==> src/rtl/breadboard.sv <==
// Four-way intersection traffic-light controller: day rotation, night service, pedestrian and emergency phases.
// Optional NIGHT_ADAPTIVE_EN: night mode serves the direction with the most queued cars.
module breadboard #(
  parameter int DAY_TIME   = 20,
  parameter int NIGHT_TIME = 10,
  parameter int PED_TIME   = 15,
  parameter int EMG_TIME   = 25
) (
  input  logic        clk,
  input  logic        rst,
  input  logic [4:0]  hoursIn,
  input  logic        pedSignal,
  input  logic        emgSignal,
  input  logic [7:0]  emgLane,
  input  logic [63:0] lanes,
  output logic [7:0]  carLights,
  output logic [7:0]  walkLights,
  output logic [1:0]  trafficMode,
  output logic        dayNight,
  output logic [6:0]  currentCount
);

  typedef enum logic [1:0] {
    MODE_DAY   = 2'b00,
    MODE_NIGHT = 2'b01,
    MODE_PED   = 2'b10,
    MODE_EMG   = 2'b11
  } mode_e;

  typedef enum logic [1:0] {
    DIR_N = 2'd0,
    DIR_E = 2'd1,
    DIR_S = 2'd2,
    DIR_W = 2'd3
  } dir_e;

  localparam logic [6:0] DAY_LD   = 7'(DAY_TIME);
  localparam logic [6:0] NIGHT_LD = 7'(NIGHT_TIME);
  localparam logic [6:0] PED_LD   = 7'(PED_TIME);
  localparam logic [6:0] EMG_LD   = 7'(EMG_TIME);

  mode_e      mode_q, mode_d;
  dir_e       dir_q, dir_d;
  logic [6:0] cnt_q, cnt_d;
  logic [7:0] car_q, car_d;
  logic [7:0] walk_q, walk_d;
  logic       ped_q, ped_d;

  logic       is_zero;
  logic       emg_req;
  logic       ped_pend;
  dir_e       emg_sel;
  dir_e       night_dir;

  function automatic logic [7:0] dir_lights(input dir_e d);
    case (d)
      DIR_N:   dir_lights = 8'b0000_0011;
      DIR_E:   dir_lights = 8'b0000_1100;
      DIR_S:   dir_lights = 8'b0011_0000;
      default: dir_lights = 8'b1100_0000;
    endcase
  endfunction

  function automatic dir_e next_dir(input dir_e d);
    logic [1:0] t;
    t = d;
    next_dir = dir_e'(t + 2'd1);
  endfunction

  // Lowest set lane bit decides; checking lane pairs from bit 0 upward is equivalent.
  function automatic dir_e lane_dir(input logic [7:0] lane);
    if (|lane[1:0])      lane_dir = DIR_N;
    else if (|lane[3:2]) lane_dir = DIR_E;
    else if (|lane[5:4]) lane_dir = DIR_S;
    else                 lane_dir = DIR_W;
  endfunction

  assign dayNight = (hoursIn >= 5'd6) && (hoursIn <= 5'd17);
  assign is_zero  = (cnt_q == 7'd0);
  assign emg_req  = emgSignal && (|emgLane);
  assign ped_pend = ped_q | pedSignal;
  assign emg_sel  = lane_dir(emgLane);

`ifdef NIGHT_ADAPTIVE_EN
  logic [8:0] sum_n, sum_e, sum_s, sum_w, best_sum;
  dir_e       best_dir;

  // Strict comparisons keep ties on the earlier direction (N > E > S > W).
  always_comb begin
    sum_n    = {1'b0, lanes[63:56]} + {1'b0, lanes[55:48]};
    sum_e    = {1'b0, lanes[47:40]} + {1'b0, lanes[39:32]};
    sum_s    = {1'b0, lanes[31:24]} + {1'b0, lanes[23:16]};
    sum_w    = {1'b0, lanes[15:8]}  + {1'b0, lanes[7:0]};
    best_sum = sum_n;
    best_dir = DIR_N;
    if (sum_e > best_sum) begin
      best_sum = sum_e;
      best_dir = DIR_E;
    end
    if (sum_s > best_sum) begin
      best_sum = sum_s;
      best_dir = DIR_S;
    end
    if (sum_w > best_sum) begin
      best_sum = sum_w;
      best_dir = DIR_W;
    end
    night_dir = (best_sum != 9'd0) ? best_dir : next_dir(dir_q);
  end
`else
  logic unused_lanes;
  assign unused_lanes = ^lanes;
  assign night_dir    = next_dir(dir_q);
`endif

  // Emergency preempts any phase except a running emergency, which only reloads at zero.
  always_comb begin
    mode_d = mode_q;
    dir_d  = dir_q;
    car_d  = car_q;
    walk_d = walk_q;
    ped_d  = ped_pend;
    cnt_d  = is_zero ? cnt_q : cnt_q - 7'd1;
    if (emg_req && ((mode_q != MODE_EMG) || is_zero)) begin
      mode_d = MODE_EMG;
      dir_d  = emg_sel;
      car_d  = dir_lights(emg_sel);
      walk_d = 8'h00;
      cnt_d  = EMG_LD;
    end else if (is_zero) begin
      if (ped_pend) begin
        mode_d = MODE_PED;
        car_d  = 8'h00;
        walk_d = 8'hFF;
        cnt_d  = PED_LD;
        ped_d  = 1'b0;
      end else if (dayNight) begin
        mode_d = MODE_DAY;
        dir_d  = next_dir(dir_q);
        car_d  = dir_lights(next_dir(dir_q));
        walk_d = 8'h00;
        cnt_d  = DAY_LD;
      end else begin
        mode_d = MODE_NIGHT;
        dir_d  = night_dir;
        car_d  = dir_lights(night_dir);
        walk_d = 8'h00;
        cnt_d  = NIGHT_LD;
      end
    end
  end

  always_ff @(posedge clk or negedge rst) begin
    if (!rst) begin
      mode_q <= MODE_DAY;
      dir_q  <= DIR_W;
      cnt_q  <= 7'd0;
      car_q  <= 8'h00;
      walk_q <= 8'h00;
      ped_q  <= 1'b0;
    end else begin
      mode_q <= mode_d;
      dir_q  <= dir_d;
      cnt_q  <= cnt_d;
      car_q  <= car_d;
      walk_q <= walk_d;
      ped_q  <= ped_d;
    end
  end

  assign carLights    = car_q;
  assign walkLights   = walk_q;
  assign trafficMode  = mode_q;
  assign currentCount = cnt_q;

endmodule

==> config.mk <==
export PLATFORM = sky130hd
export DESIGN_NAME = breadboard
export DESIGN_NICKNAME = d
export VERILOG_FILES = /design/src/rtl/breadboard.sv
export SDC_FILE = /design/constraint.sdc
export NUM_CORES = 1
export LEC_CHECK = 0
export BUFFER_PORTS_ARGS = -buffer_cell sky130_fd_sc_hd__buf_2
export CAP_MARGIN = 20
export CORE_MARGIN = 10
export CORE_UTILIZATION = 35
export CTS_CLUSTER_DIAMETER = 100
export DETAILED_ROUTE_END_ITERATION = 6
export HOLD_SLACK_MARGIN = 0.15
export PLACE_DENSITY = 0.85
export SKIP_CTS_REPAIR_TIMING = 1
export SYNTH_ARGS = -nofsm -noshare
export SYNTH_HDL_FRONTEND = slang
export SYNTH_SLANG_ARGS = --single-unit
export TNS_END_PERCENT = 50
==> constraint.sdc <==
create_clock -name clk -period 5.65 [get_ports clk]
set_clock_uncertainty 0.15 [all_clocks]
set_input_delay 1.4125 -clock clk [delete_from_list [all_inputs] [get_ports clk]]
set_output_delay 1.4125 -clock clk [all_outputs]
set_load 0.03 [all_outputs]
* After elaboration in Yosys (flattened, before gate mapping)
Cells that the tools add are included.
** Word-level totals
- Flip-flop bits (word level) :: 28
- Input bits :: 81
- Output and inout port bits :: 26
- Word-level logic and storage cells :: 54
** Cells by class
- $add $sub $neg :: 2
- $lt $le $gt $ge :: 2
- Equal/unequal tests :: 6
- Multiplexer cells :: 24
- Bitwise logic cells :: 1
- Reductions and logical operators :: 13
** Operators by type and width (count)
- 2-to-1 mux 8 bit :: 6
- case mux 8 bit (3 select lines) :: 2
- 2-to-1 mux 2 bit :: 8
- 2-to-1 mux 7 bit :: 2
- 2-to-1 mux 5 bit :: 2
- OR reduction 8 bit :: 1
- logical NOT 7 bit :: 1
- subtractor 7 x 1 -> 7 bit (second input constant) :: 1
- OR reduction 2 bit :: 3
- greater-or-equal comparator 5 x 3 -> 1 bit (second input constant) :: 1
- <= comparator 5 bit (second input constant) :: 1
- == test 2 x 1 -> 1 bit (second input constant) :: 2
- == test 2 bit (second input constant) :: 2
- logical NOT 2 bit :: 2
- 2-to-1 mux 1 bit :: 4
- logical AND 1 bit :: 3
- adder 2 x 1 -> 2 bit (second input constant) :: 1
- != test 2 x 1 -> 1 bit (second input constant) :: 1
- != test 2 bit (second input constant) :: 1
- AND reduction 2 bit :: 1
- nonzero test 2 bit :: 1
- logical OR 1 bit :: 1
- bitwise OR 1 bit :: 1

* Depth between registers and ports, before layout
Gate-level depths: netlist (run 1).
- Word-level depth :: 7
- Mapped depth :: 7
- Gate-level depth less buffers :: 6

* Worst setup path before layout (run 1)
Ideal clock, no wire load.
- Path type :: input -> output
- Start point :: input port hoursIn[1]
- End point :: output port dayNight
- Slack :: 2.114 ns
- Buffers on the path :: 0
- Stages :: 3
- Data arrival time :: 1.974 ns
- Required time :: 4.088 ns
- Path through :: o31ai_1 nand2_1 inv_1
** Between the ends
- Word-level cells in the longest chain between the ends :: 2
- Elaborated cells on any way between the ends :: 3
- Those cells by class :: order compare: 2; reduce/logical: 1
** RTL lines
- from (decl) :: line 11 : input logic [4:0] hoursIn,
- greater-or-equal comparator 5 x 3 -> 1 bit / <= comparator 5 bit (equally long branches) :: line 78 : assign dayNight = (hoursIn >= 5'd6) && (hoursIn <= 5'd17);
- logical AND 1 bit (*) :: line 78
- to (decl) :: line 19 : output logic dayNight,
Every way passes the cells marked *; elsewhere a longest branch is shown, timed or not.

* Worst setup path after layout (run 1)
Ends and elaborated chain as after synthesis.

==> results of run 1 <==
-- worst min path at each step --
| stage | end | slack (ns) |
|---|---|---|
| 6_report | trafficMode[1] | 0.38 |
| 5_1_grt | trafficMode[1] | 0.40 |
| 4_1_cts | trafficMode[1] | 0.38 |
| 3_5_place_dp | trafficMode[1] | 0.36 |
| 3_3_place_gp | trafficMode[1] | 0.35 |
| 2_1_floorplan | dir_q[0] | 0.39 |
-- per-layer routing --
metal,global-route usage,wire length (um),vias to the layer above
met5,0,0,-
met4,0.0539,68,0
met3,0.0280,199,7
met2,0.162,1450,46
met1,0.106,1110,473
li1,-,-,478
-- final cells by class --
class                      instances  area, sq um  share of cell area
clock buffer                       4         26.3              0.0199
multi-input combinational         78          579               0.439
inverter                           7         26.3              0.0199
timing repair buffer              41          205               0.155
tap                               44         55.1              0.0417
sequential                        17          428               0.324
-- cell usage after synthesis (2+ instances only) --
cell	count	area, sq um
dfrtp_1	15	375
buf_4	11	82.6
nor2_1	9	33.8
nand2_1	8	30.0
inv_1	7	26.3
ha_1	6	75.1
a21oi_1	4	20.0
o21ai_0	4	20.0
nand3_1	3	15.0
o21a_1	3	22.5
o221ai_1	3	26.3
xor2_1	3	26.3
clkbuf_1	2	7.51
dfstp_2	2	52.6
nor3_1	2	10.0
o211ai_1	2	15.0
o21ai_2	2	17.5
o31ai_1	2	15.0
or4_4	2	22.5
xnor2_1	2	17.5
-- sequential cells by signal, indices dropped and copies added, names as in the netlist --
register and cells:
walkLights 1, currentCount 7, carLights 4, ped_q 1
dir_q 2, trafficMode 2
-- worst register-to-register path, stage by stage, from the launching register on --
cell,delay (ns)
dfrtp_1,0.40
inv_1,0.12
ha_1,0.17
nor4b_2,0.34
nand2_1,0.37
nor3_1,0.41
a221oi_1,0.17
-- report_power, final --
group | switching [mW] | internal, mW | total, mW
logic | 0.305 | 0.148 | 0.453
registers | 0.0555 | 0.176 | 0.232
clock network | 0.0364 | 0.0274 | 0.0638
-- logic make-up (layout without fill, tap and decap cells) --
logic type / count (synthesis) / after routing / share of synthesized area
AND/OR/NAND/NOR: 36 / 36 / 0.188
buffers and inverters: 20 / 52 / 0.104
XOR/XNOR: 5 / 5 / 0.0390
multiplexers: 1 / 1 / 0.00891
flip-flops: 17 / 17 / 0.381
adder cells (fa/ha/maj): 6 / 6 / 0.0668
AO/OA/AOI/OAI: 30 / 30 / 0.213
-- stage by stage --
stage                     setup slack, ns  hold WS (ns)  instance area [sq um]  power (mW)
final                                1.89         0.380                   1320       0.749
after global routing                 1.78         0.401                   1320       0.803
after CTS                            1.87         0.379                   1320       0.753
after detailed placement             1.88         0.358                   1290       0.688
after global placement               1.89         0.348                   1290       0.676
after floorplan                      2.11         0.385                   1120       0.604
==> flow_results.xml, run 1 <==
<?xml version="1.0" encoding="UTF-8"?>
<metrics>
  <group name="grt">
    <metric name="overflow" unit="">0</metric>
    <metric name="grt_util_all_layers" unit="">0.0963</metric>
    <metric name="grt_max_degree" unit="">18</metric>
    <metric name="wire_length_of_the_first_global_routing_pass" unit="mm">4.77</metric>
    <metric name="antenna_violations_before_repair" unit="">0</metric>
    <metric name="first_global_vias" unit="">1033</metric>
  </group>
  <group name="synthesis">
    <metric name="number_of_flops_mapped_to_enable_cells_by_yosys" unit="">0</metric>
    <metric name="syn_avg_cell_area" unit="sq um">9.77</metric>
    <metric name="synth_seq_cells" unit="">17</metric>
    <metric name="synth.cell_area" unit="sq um">1120</metric>
    <metric name="dominantRegCellSynth" unit="">dfrtp_1</metric>
    <metric name="yosysWarningCount" unit="">0</metric>
    <metric name="netlist_instances" unit="">115</metric>
    <metric name="ys_types" unit="">43</metric>
    <metric name="postSynth.asyncResetShare" unit="">1.00</metric>
    <metric name="syn_nets" unit="">202</metric>
    <metric name="synth_sequential_area_ratio" unit="">0.381</metric>
  </group>
  <group name="critical_path">
    <metric name="timing.rr.end" unit="">currentCount[2]</metric>
    <metric name="worst_endpoint_required_time" unit="ns">4.09</metric>
    <metric name="critPathCapture" unit="">dayNight</metric>
    <metric name="register_to_register_path_depth" unit="">6</metric>
    <metric name="cp_top_family" unit="">buffers and inverters</metric>
    <metric name="critical-path-top-cell-by-count" unit="">buf_2</metric>
    <metric name="crit_path_start_kind" unit="">primary input</metric>
    <metric name="timing.critical_path.cells" unit="">buf_2 -&gt; o31ai_1 -&gt; nand2_1 -&gt; inv_1 -&gt; buf_2</metric>
    <metric name="timing_worst_setup_path_type" unit="">in2out</metric>
    <metric name="setup.reg_to_reg.worst_slack" unit="ns">3.39</metric>
    <metric name="critical_path.endpoint_type" unit="">primary output</metric>
    <metric name="timing.critical_path.slowest_cell_delay" unit="ns">0.23</metric>
    <metric name="worst_setup_path_startpoint" unit="">hoursIn[1]</metric>
    <metric name="crit_cells" unit="">5</metric>
    <metric name="critical_path.reg2reg.startpoint" unit="">currentCount[0]</metric>
    <metric name="timing.critical_path.fanout_max" unit="">5</metric>
    <metric name="cp_data_arrival_time" unit="ns">2.20</metric>
    <metric name="cp_slowest_cell" unit="">o31ai_1</metric>
    <metric name="number_of_buffers_and_inverters_on_the_critical_path" unit="">3</metric>
  </group>
  <group name="sta">
    <metric name="setup_viol_count_final" unit="">0</metric>
    <metric name="timing_worst_slew_pin_value" unit="ns">0.432</metric>
    <metric name="final_hold_viol_count" unit="">0</metric>
    <metric name="achievable-frequency" unit="GHz">0.266</metric>
    <metric name="rsz0062_at_grt" unit="">no</metric>
    <metric name="drv_slew" unit="">0</metric>
    <metric name="tmin_final" unit="ns">3.76</metric>
    <metric name="relSlewSlack" unit="">0.711</metric>
    <metric name="final.period_utilization" unit="">0.666</metric>
    <metric name="setup_total_negative_slack" unit="ns">0</metric>
  </group>
  <group name="die">
    <metric name="number_of_standard_cell_rows_in_the_floorplan" unit="">20</metric>
    <metric name="core_region_area" unit="sq um">3050</metric>
    <metric name="design.die.area" unit="sq um">5880</metric>
    <metric name="floorplan.initialDensity" unit="">0.368</metric>
    <metric name="chipHeight" unit="um">76.7</metric>
    <metric name="dieWidth" unit="um">76.7</metric>
    <metric name="io_pins" unit="">107</metric>
  </group>
  <group name="routing">
    <metric name="viasPerCell" unit="">5.26</metric>
    <metric name="detailroute.via_count" unit="">1004</metric>
    <metric name="remaining_drc_errors" unit="">0</metric>
    <metric name="1st_iter_drt_viols" unit="">86</metric>
    <metric name="detail-route-antenna-nets" unit="">0</metric>
    <metric name="finalWirelength" unit="mm">2.83</metric>
    <metric name="avgRoutedWirePerCell" unit="um">14.8</metric>
    <metric name="detailedRoute.firstPassIterationCount" unit="">6</metric>
  </group>
  <group name="layout">
    <metric name="post_layout_nonfiller_instances" unit="">191</metric>
    <metric name="postLayoutCoreUtil" unit="">0.432</metric>
    <metric name="diodes" unit="">0</metric>
    <metric name="filler_cell_count" unit="">308</metric>
    <metric name="mostFrequentLayoutCell" unit="">buf_2</metric>
    <metric name="final_cell_mix" unit="">buf_2, dfrtp_1, nor2_1</metric>
    <metric name="final_net_count" unit="">235</metric>
    <metric name="layout-drive-gt1-share" unit="">0.381</metric>
    <metric name="flow.area_growth_from_synthesis" unit="%">17.5</metric>
  </group>
  <group name="clocking">
    <metric name="tritoncts.num_buffers" unit="">3</metric>
    <metric name="cts.path.max_buffers" unit="">2</metric>
    <metric name="cts.reportedPaths.clkPinSlew" unit="ns">0.09</metric>
    <metric name="clockRootBuffer" unit="">clkbuf_4</metric>
    <metric name="clkLatencyLatePin" unit="ns">0.29</metric>
    <metric name="htree_levels" unit="">1</metric>
    <metric name="cts_sinks" unit="">17</metric>
    <metric name="cts_tree" unit="">done</metric>
  </group>
  <group name="min_path">
    <metric name="hold_path.startpoint" unit="">trafficMode[1]</metric>
    <metric name="hold_path.class" unit="">reg2reg</metric>
    <metric name="hold_depth" unit="">1</metric>
  </group>
  <group name="pwr">
    <metric name="vdd_ir_drop_max" unit="uV">185</metric>
    <metric name="cellPowerDensity" unit="nW/um^2">567</metric>
    <metric name="p_leak" unit="nW">0.602</metric>
  </group>
  <group name="run">
    <metric name="cap_violations" unit="">0</metric>
  </group>
  <group name="status">
    <metric name="run_status" unit="">completed</metric>
  </group>
  <group name="placed_design">
    <metric name="gp_routability_congestion" unit="">0.824</metric>
    <metric name="placement.io_buffers" unit="">41</metric>
    <metric name="place.detailed.hpwl" unit="mm">2.29</metric>
    <metric name="numPlacedInstances" unit="">187</metric>
  </group>
</metrics>
No activity file was read; power rests on OpenSTA's default activity.
==> run 2: changes to the inputs <==
--- a/config.mk
+++ b/config.mk
@@ -8,7 +8,7 @@
 export BUFFER_PORTS_ARGS = -buffer_cell sky130_fd_sc_hd__buf_2
 export CAP_MARGIN = 20
 export CORE_MARGIN = 10
-export CORE_UTILIZATION = 35
+export CORE_UTILIZATION = 33
 export CTS_CLUSTER_DIAMETER = 100
 export DETAILED_ROUTE_END_ITERATION = 6
 export HOLD_SLACK_MARGIN = 0.15
==> constraint.sdc (replaced) <==
create_clock -name clk -period 3.41 [get_ports clk]
set_clock_uncertainty 0.15 [all_clocks]
set_input_delay 0.8525 -clock clk [delete_from_list [all_inputs] [get_ports clk]]
set_output_delay 0.8525 -clock clk [all_outputs]
set_load 0.03 [all_outputs]
==> run 2 against run 1 <==
Non-clock buffer count unchanged; register-to-register slack got worse by 2.1 ns; clock-buffer cell count unchanged; wire length decreased by 5.3%; sequential share of layout area decreased by 0.061 points; total power increased by 64%; clock power increased by 65%; final area increased by 0.19%.
==> flow_results.xml, run 2 (same netlist as run 1, synthesis figures left out) <==
<?xml version="1.0" encoding="UTF-8"?>
<metrics>
  <group name="routing">
    <metric name="viasPerCell" unit="">5.06</metric>
    <metric name="detail-route-antenna-nets" unit="">0</metric>
    <metric name="detailedRoute.firstPassIterationCount" unit="">4</metric>
    <metric name="avgRoutedWirePerCell" unit="um">13.9</metric>
    <metric name="detailroute.via_count" unit="">976</metric>
    <metric name="finalWirelength" unit="mm">2.68</metric>
    <metric name="1st_iter_drt_viols" unit="">72</metric>
    <metric name="remaining_drc_errors" unit="">0</metric>
  </group>
  <group name="critical_path">
    <metric name="cp_slowest_cell" unit="">o31ai_1</metric>
    <metric name="timing_worst_setup_path_type" unit="">in2out</metric>
    <metric name="cp_top_family" unit="">buffers and inverters</metric>
    <metric name="critical-path-top-cell-by-count" unit="">buf_2</metric>
    <metric name="register_to_register_path_depth" unit="">6</metric>
    <metric name="critical_path.reg2reg.startpoint" unit="">currentCount[0]</metric>
    <metric name="timing.critical_path.cells" unit="">buf_2 -&gt; o31ai_1 -&gt; nand2_1 -&gt; inv_1 -&gt; buf_2</metric>
    <metric name="timing.critical_path.slowest_cell_delay" unit="ns">0.23</metric>
    <metric name="timing.critical_path.fanout_max" unit="">5</metric>
    <metric name="timing.rr.end" unit="">carLights[5]</metric>
    <metric name="cp_data_arrival_time" unit="ns">1.64</metric>
    <metric name="number_of_buffers_and_inverters_on_the_critical_path" unit="">3</metric>
    <metric name="setup.reg_to_reg.worst_slack" unit="ns">1.30</metric>
    <metric name="critical_path.endpoint_type" unit="">primary output</metric>
    <metric name="worst_endpoint_required_time" unit="ns">2.41</metric>
    <metric name="crit_path_start_kind" unit="">primary input</metric>
  </group>
  <group name="die">
    <metric name="design.die.area" unit="sq um">6140</metric>
    <metric name="io_pins" unit="">107</metric>
    <metric name="number_of_standard_cell_rows_in_the_floorplan" unit="">21</metric>
    <metric name="dieWidth" unit="um">78.4</metric>
    <metric name="chipHeight" unit="um">78.4</metric>
    <metric name="core_region_area" unit="sq um">3310</metric>
    <metric name="floorplan.initialDensity" unit="">0.339</metric>
  </group>
  <group name="sta">
    <metric name="tmin_final" unit="ns">2.64</metric>
    <metric name="rsz0062_at_grt" unit="">no</metric>
    <metric name="relSlewSlack" unit="">0.715</metric>
    <metric name="final_hold_viol_count" unit="">0</metric>
    <metric name="final.period_utilization" unit="">0.775</metric>
    <metric name="worst_slack" unit="ns">0.767</metric>
    <metric name="drv_slew" unit="">0</metric>
    <metric name="achievable-frequency" unit="GHz">0.378</metric>
    <metric name="timing_worst_slew_pin_value" unit="ns">0.424</metric>
    <metric name="setup_total_negative_slack" unit="ns">0</metric>
    <metric name="setup_viol_count_final" unit="">0</metric>
  </group>
  <group name="run">
    <metric name="cap_violations" unit="">0</metric>
  </group>
  <group name="placed_design">
    <metric name="preCtsSetupSlack" unit="ns">0.784</metric>
    <metric name="numPlacedInstances" unit="">189</metric>
    <metric name="gp_routability_congestion" unit="">0.847</metric>
    <metric name="placement.io_buffers" unit="">41</metric>
    <metric name="place.detailed.hpwl" unit="mm">2.19</metric>
    <metric name="place_area" unit="sq um">1300</metric>
  </group>
  <group name="grt">
    <metric name="overflow" unit="">0</metric>
    <metric name="first_global_vias" unit="">1007</metric>
    <metric name="grt_util_all_layers" unit="">0.0844</metric>
    <metric name="global_route.usage.met2" unit="">0.150</metric>
    <metric name="grt_max_degree" unit="">18</metric>
    <metric name="antenna_violations_before_repair" unit="">0</metric>
    <metric name="globalRouteMet1Util" unit="">0.0810</metric>
    <metric name="busiest_layer" unit="">met2</metric>
    <metric name="groute.layer.met3.usage" unit="">0.0399</metric>
    <metric name="wire_length_of_the_first_global_routing_pass" unit="mm">4.37</metric>
  </group>
  <group name="layout">
    <metric name="diodes" unit="">0</metric>
    <metric name="largest_register_ff_count" unit="">7</metric>
    <metric name="post_layout_nonfiller_instances" unit="">193</metric>
    <metric name="filler_cell_count" unit="">328</metric>
    <metric name="final_area" unit="sq um">1320</metric>
    <metric name="final_net_count" unit="">235</metric>
    <metric name="flow.area_growth_from_synthesis" unit="%">17.7</metric>
    <metric name="mostFrequentLayoutCell" unit="">buf_2</metric>
    <metric name="final_cell_mix" unit="">buf_2, dfrtp_1, nor2_1</metric>
    <metric name="layout-drive-gt1-share" unit="">0.381</metric>
  </group>
  <group name="pwr">
    <metric name="power.internal" unit="mW">0.581</metric>
    <metric name="finalPower" unit="mW">1.23</metric>
    <metric name="power.share.combinational" unit="">0.603</metric>
    <metric name="power_frac_seq" unit="">0.312</metric>
    <metric name="vdd_ir_drop_max" unit="uV">298</metric>
    <metric name="cellPowerDensity" unit="nW/um^2">928</metric>
    <metric name="netSwitchingPower" unit="mW">0.647</metric>
    <metric name="p_leak" unit="nW">0.602</metric>
    <metric name="clock_power_share" unit="">0.085</metric>
    <metric name="power_switching_share" unit="">0.527</metric>
  </group>
  <group name="clocking">
    <metric name="clockRootBuffer" unit="">clkbuf_4</metric>
    <metric name="tritoncts.num_buffers" unit="">3</metric>
    <metric name="cts.path.max_buffers" unit="">2</metric>
    <metric name="cts.reportedPaths.clkPinSlew" unit="ns">0.09</metric>
    <metric name="clkLatencyLatePin" unit="ns">0.28</metric>
    <metric name="cts_sinks" unit="">17</metric>
    <metric name="cts_tree" unit="">done</metric>
    <metric name="htree_levels" unit="">1</metric>
  </group>
  <group name="status">
    <metric name="run_status" unit="">completed</metric>
  </group>
  <group name="min_path">
    <metric name="hold_path.class" unit="">in2async</metric>
  </group>
</metrics>
## run 2: cell counts in the layout (fill, tap and decap cells not counted)
Identical to the previous run, type by type.
## run 2: worst max path at each step
stage | to | from | cells after the start
detailed placement | dayNight | hoursIn[2] | 5
CTS | dayNight | hoursIn[1] | 5
global route | dayNight | hoursIn[1] | 5
finish | dayNight | hoursIn[1] | 5
floorplan | dayNight | hoursIn[1] | 3
global placement | dayNight | hoursIn[1] | 5
## run 2: power by group through the flow
stage	combinational, mW	sequential, mW	clock (mW)
finish	0.740	0.383	0.105
global route	0.806	0.400	0.118
CTS	0.748	0.384	0.108
detailed placement	0.744	0.387	0
global placement	0.739	0.381	0
floorplan	0.490	0.510	0
## run 2: final cells by class
type / instances / area [sq um] / share of cell area
flip-flops and latches: 17 / 428 / 0.324
well taps: 46 / 57.6 / 0.0435
clock buffers: 4 / 26.3 / 0.0199
repair buffers: 41 / 205 / 0.155
inverters: 7 / 26.3 / 0.0199
multi-input cells: 78 / 579 / 0.438
## run 2: metal layers
metal  wire length (um)  share of wire
met1                994           0.37
met2               1310           0.49
met3                306           0.11
met4                 62          0.023
met5                  0              0
## run 2: stage by stage
stage               hold WS [ns]  utilization
global route               0.333        0.399
CTS                        0.324        0.399
floorplan                  0.385            -
detailed placement         0.361        0.392
global placement           0.353        0.392
finish                     0.313        0.399
## run 2: worst reg2reg max path, delay by kind of cell, from the launching register on
family                     cells  cell delay (ns)
and+or+nand+nor                2             0.68
AOI/OAI and AO/OA              2             0.48
DFF                            1             0.40
adders and majority gates      1             0.18
buffers and inverters          1             0.10
==> run 3: changes to the inputs <==
--- a/config.mk
+++ b/config.mk
@@ -5,14 +5,15 @@
 export SDC_FILE = /design/constraint.sdc
 export NUM_CORES = 1
 export LEC_CHECK = 0
+export ABC_AREA = 1
 export BUFFER_PORTS_ARGS = -buffer_cell sky130_fd_sc_hd__buf_2
 export CAP_MARGIN = 20
 export CORE_MARGIN = 10
-export CORE_UTILIZATION = 33
+export CORE_UTILIZATION = 35
 export CTS_CLUSTER_DIAMETER = 100
 export DETAILED_ROUTE_END_ITERATION = 6
 export HOLD_SLACK_MARGIN = 0.15
-export PLACE_DENSITY = 0.85
+export PLACE_DENSITY = 0.83
 export SKIP_CTS_REPAIR_TIMING = 1
 export SYNTH_ARGS = -nofsm -noshare
 export SYNTH_HDL_FRONTEND = slang
==> constraint.sdc (replaced) <==
create_clock -name clk -period 2.8 [get_ports clk]
set_clock_uncertainty 0.15 [all_clocks]
set_input_delay 0.7 -clock clk [delete_from_list [all_inputs] [get_ports clk]]
set_output_delay 0.7 -clock clk [all_outputs]
set_load 0.03 [all_outputs]
==> run 3 against run 2 <==
Non-clock buffer count did not move; combinational power down 3.1%; hold slack got worse by 0.15 ns; wire length shrank 2.8%; sequential power increased by 11%; synthesized area grew 10%; total power rose by 3.6%; sequential share of layout area fell by 2.2 points; global-route usage rose by 0.28 points.
==> flow_results.xml, run 3 <==
<?xml version="1.0" encoding="UTF-8"?>
<metrics>
  <group name="status">
    <metric name="run_status" unit="">completed</metric>
  </group>
  <group name="critical_path">
    <metric name="crit_path_start_kind" unit="">primary input</metric>
    <metric name="cp_top_family" unit="">buffers and inverters</metric>
    <metric name="number_of_buffers_and_inverters_on_the_critical_path" unit="">2</metric>
    <metric name="worst_endpoint_required_time" unit="ns">1.95</metric>
    <metric name="timing.critical_path.cells" unit="">buf_2 -&gt; nor3_1 -&gt; nand2_1 -&gt; o21ai_2 -&gt; buf_2</metric>
    <metric name="timing.critical_path.fanout_max" unit="">4</metric>
    <metric name="critical_path.endpoint_type" unit="">primary output</metric>
    <metric name="cp_data_arrival_time" unit="ns">1.42</metric>
    <metric name="timing.critical_path.slowest_cell_delay" unit="ns">0.25</metric>
    <metric name="cp_slowest_cell" unit="">buf_2</metric>
    <metric name="critical-path-top-cell-by-count" unit="">buf_2</metric>
    <metric name="timing_worst_setup_path_type" unit="">in2out</metric>
  </group>
  <group name="routing">
    <metric name="detailroute.via_count" unit="">1026</metric>
    <metric name="detailedRoute.firstPassIterationCount" unit="">4</metric>
    <metric name="met2WireLength" unit="mm">1.28</metric>
    <metric name="route.layer.met1.wl" unit="mm">1.14</metric>
    <metric name="viasPerCell" unit="">4.40</metric>
    <metric name="finalWirelength" unit="mm">2.60</metric>
    <metric name="met3WireLength" unit="um">148</metric>
    <metric name="topRoutingLayerUsed" unit="">met4</metric>
    <metric name="avgRoutedWirePerCell" unit="um">11.2</metric>
    <metric name="remaining_drc_errors" unit="">0</metric>
    <metric name="1st_iter_drt_viols" unit="">28</metric>
    <metric name="detail-route-antenna-nets" unit="">0</metric>
  </group>
  <group name="synthesis">
    <metric name="synth_seq_cells" unit="">17</metric>
    <metric name="netlist.top_cell.by_area" unit="">dfrtp_1</metric>
    <metric name="dominantRegCellSynth" unit="">dfrtp_1</metric>
    <metric name="number_of_flops_mapped_to_enable_cells_by_yosys" unit="">0</metric>
    <metric name="ys_types" unit="">27</metric>
    <metric name="yosys_top_cell_area_share" unit="">0.303</metric>
    <metric name="post_synth_mux_area_share" unit="">0</metric>
    <metric name="synth.cell_area" unit="sq um">1240</metric>
    <metric name="post_synthesis_compound_gate_area_fraction" unit="">0.0596</metric>
    <metric name="synth_simple_gate_area_share" unit="">0.343</metric>
    <metric name="syn_nets" unit="">242</metric>
    <metric name="synth_area_leaders" unit="">dfrtp_1, nand2_1, buf_4</metric>
    <metric name="yosys-top-cells-count" unit="">nand2_1, inv_1, dfrtp_1</metric>
    <metric name="netlist_instances" unit="">155</metric>
    <metric name="synth_most_common_cell" unit="">nand2_1</metric>
    <metric name="syn_avg_cell_area" unit="sq um">7.99</metric>
    <metric name="synth_sequential_area_ratio" unit="">0.345</metric>
    <metric name="yosysWarningCount" unit="">0</metric>
    <metric name="post_synth_xor_area_fraction" unit="">0.0283</metric>
    <metric name="yosys.area_share.adder" unit="">0.0606</metric>
    <metric name="largest_family_of_logic_cells_by_synthesized_area" unit="">simple AND/OR/NAND/NOR gates</metric>
    <metric name="postSynth.asyncResetShare" unit="">1.00</metric>
  </group>
  <group name="sta">
    <metric name="rsz0062_at_grt" unit="">no</metric>
    <metric name="achievable-frequency" unit="GHz">0.441</metric>
    <metric name="final_hold_viol_count" unit="">0</metric>
    <metric name="timing_worst_slew_pin_value" unit="ns">0.389</metric>
    <metric name="relSlewSlack" unit="">0.740</metric>
    <metric name="drv_slew" unit="">0</metric>
    <metric name="final.period_utilization" unit="">0.810</metric>
    <metric name="setup_viol_count_final" unit="">0</metric>
    <metric name="tmin_final" unit="ns">2.27</metric>
    <metric name="setup_total_negative_slack" unit="ns">0</metric>
  </group>
  <group name="layout">
    <metric name="diodes" unit="">0</metric>
    <metric name="layout-drive-gt1-share" unit="">0.358</metric>
    <metric name="flow.area_growth_from_synthesis" unit="%">14.5</metric>
    <metric name="filler_cell_count" unit="">361</metric>
    <metric name="mostFrequentLayoutCell" unit="">buf_2</metric>
    <metric name="postLayoutCoreUtil" unit="">0.419</metric>
    <metric name="largest_register_ff_count" unit="">7</metric>
    <metric name="final_net_count" unit="">275</metric>
    <metric name="final_area" unit="sq um">1420</metric>
    <metric name="final_cell_mix" unit="">buf_2, nand2_1, inv_1</metric>
  </group>
  <group name="die">
    <metric name="design.die.area" unit="sq um">6320</metric>
    <metric name="core_region_area" unit="sq um">3390</metric>
    <metric name="dieWidth" unit="um">79.5</metric>
    <metric name="io_pins" unit="">107</metric>
    <metric name="number_of_standard_cell_rows_in_the_floorplan" unit="">21</metric>
    <metric name="floorplan.initialDensity" unit="">0.365</metric>
    <metric name="chipHeight" unit="um">79.5</metric>
  </group>
  <group name="min_path">
    <metric name="hold_path.class" unit="">in2async</metric>
  </group>
  <group name="clocking">
    <metric name="htree_levels" unit="">1</metric>
    <metric name="clkLatencyLatePin" unit="ns">0.29</metric>
    <metric name="cts.path.max_buffers" unit="">2</metric>
    <metric name="clockRootBuffer" unit="">clkbuf_4</metric>
    <metric name="tritoncts.num_buffers" unit="">3</metric>
    <metric name="cts_tree" unit="">done</metric>
    <metric name="cts_sinks" unit="">17</metric>
    <metric name="cts.reportedPaths.clkPinSlew" unit="ns">0.10</metric>
  </group>
  <group name="grt">
    <metric name="overflow" unit="">0</metric>
    <metric name="grt_util_all_layers" unit="">0.0872</metric>
    <metric name="grt_max_degree" unit="">18</metric>
    <metric name="first_global_vias" unit="">1074</metric>
    <metric name="antenna_violations_before_repair" unit="">0</metric>
    <metric name="wire_length_of_the_first_global_routing_pass" unit="mm">4.49</metric>
  </group>
  <group name="placed_design">
    <metric name="place_area" unit="sq um">1390</metric>
    <metric name="placement.io_buffers" unit="">41</metric>
    <metric name="place.detailed.hpwl" unit="mm">2.14</metric>
    <metric name="gp_routability_congestion" unit="">0.769</metric>
  </group>
  <group name="pwr">
    <metric name="p_leak" unit="nW">0.809</metric>
    <metric name="vdd_ir_drop_max" unit="uV">253</metric>
    <metric name="cellPowerDensity" unit="nW/um^2">897</metric>
  </group>
  <group name="run">
    <metric name="cap_violations" unit="">0</metric>
  </group>
</metrics>
[run 3: final cells by class]
type	count	area (sq um)	share of cell area
clock buffers	4	26.3	0.0185
inverters	24	92.6	0.0653
flip-flops and latches	17	428	0.302
multi-input cells	101	609	0.429
repair buffers	41	205	0.145
well taps	46	57.6	0.0406
[run 3: per-layer routing]
metal	vias to the layer above	global-route usage
met4	0	0.0430
li1	542	-
met3	4	0.0282
met1	460	0.0926
met5	-	0
met2	20	0.151
[run 3: power breakdown]
part / switching (mW) / internal (mW)
clock network: 0.0755 / 0.0554
logic: 0.491 / 0.226
registers: 0.0839 / 0.341
total: 0.650 / 0.622
[run 3: kinds of logic (layout without fill, tap and decap cells)]
kind of cell,after synthesis,in the layout
AO/OA/AOI/OAI,10,10
XOR/XNOR,4,4
adder cells (fa/ha/maj),6,6
buffers and inverters,37,69
flip-flops,17,17
AND/OR/NAND/NOR,81,81
[run 3: worst reg2reg max path, cell delays in order, from the launching register on]
cell and delay [ns]:
dfrtp_1 0.38, inv_1 0.12, ha_1 0.16, inv_1 0.04, nor2_1 0.11, nand3_2 0.33, nand2_4 0.24, nand3_4 0.22
nand2_2 0.19, nand2_1 0.07, nand2_1 0.05
[run 3: final timing paths]
check	startpoint	to	slack [ns]	cells past startpoint
min in group clk	dir_q[0]	dir_q[0]	0.37	2
hold / removal	rst	currentCount[5]	0.16	1
setup reg to reg	currentCount[0]	carLights[6]	0.67	10
max in group asynchronous	rst	dir_q[1]	2.03	1
hold reg to reg	dir_q[0]	dir_q[0]	0.37	2
setup / recovery	hoursIn[1]	dayNight	0.53	5
[run 3: per-stage QoR]
stage	hold slack (ns)	setup slack, ns	power [mW]	std cells
after floorplan	0.254	0.807	1.03	155
after CTS	0.167	0.516	1.29	233
after global routing	0.178	0.430	1.38	233
after detailed placement	0.353	0.517	1.16	229
after global placement	0.351	0.542	1.15	229
final	0.162	0.531	1.27	233
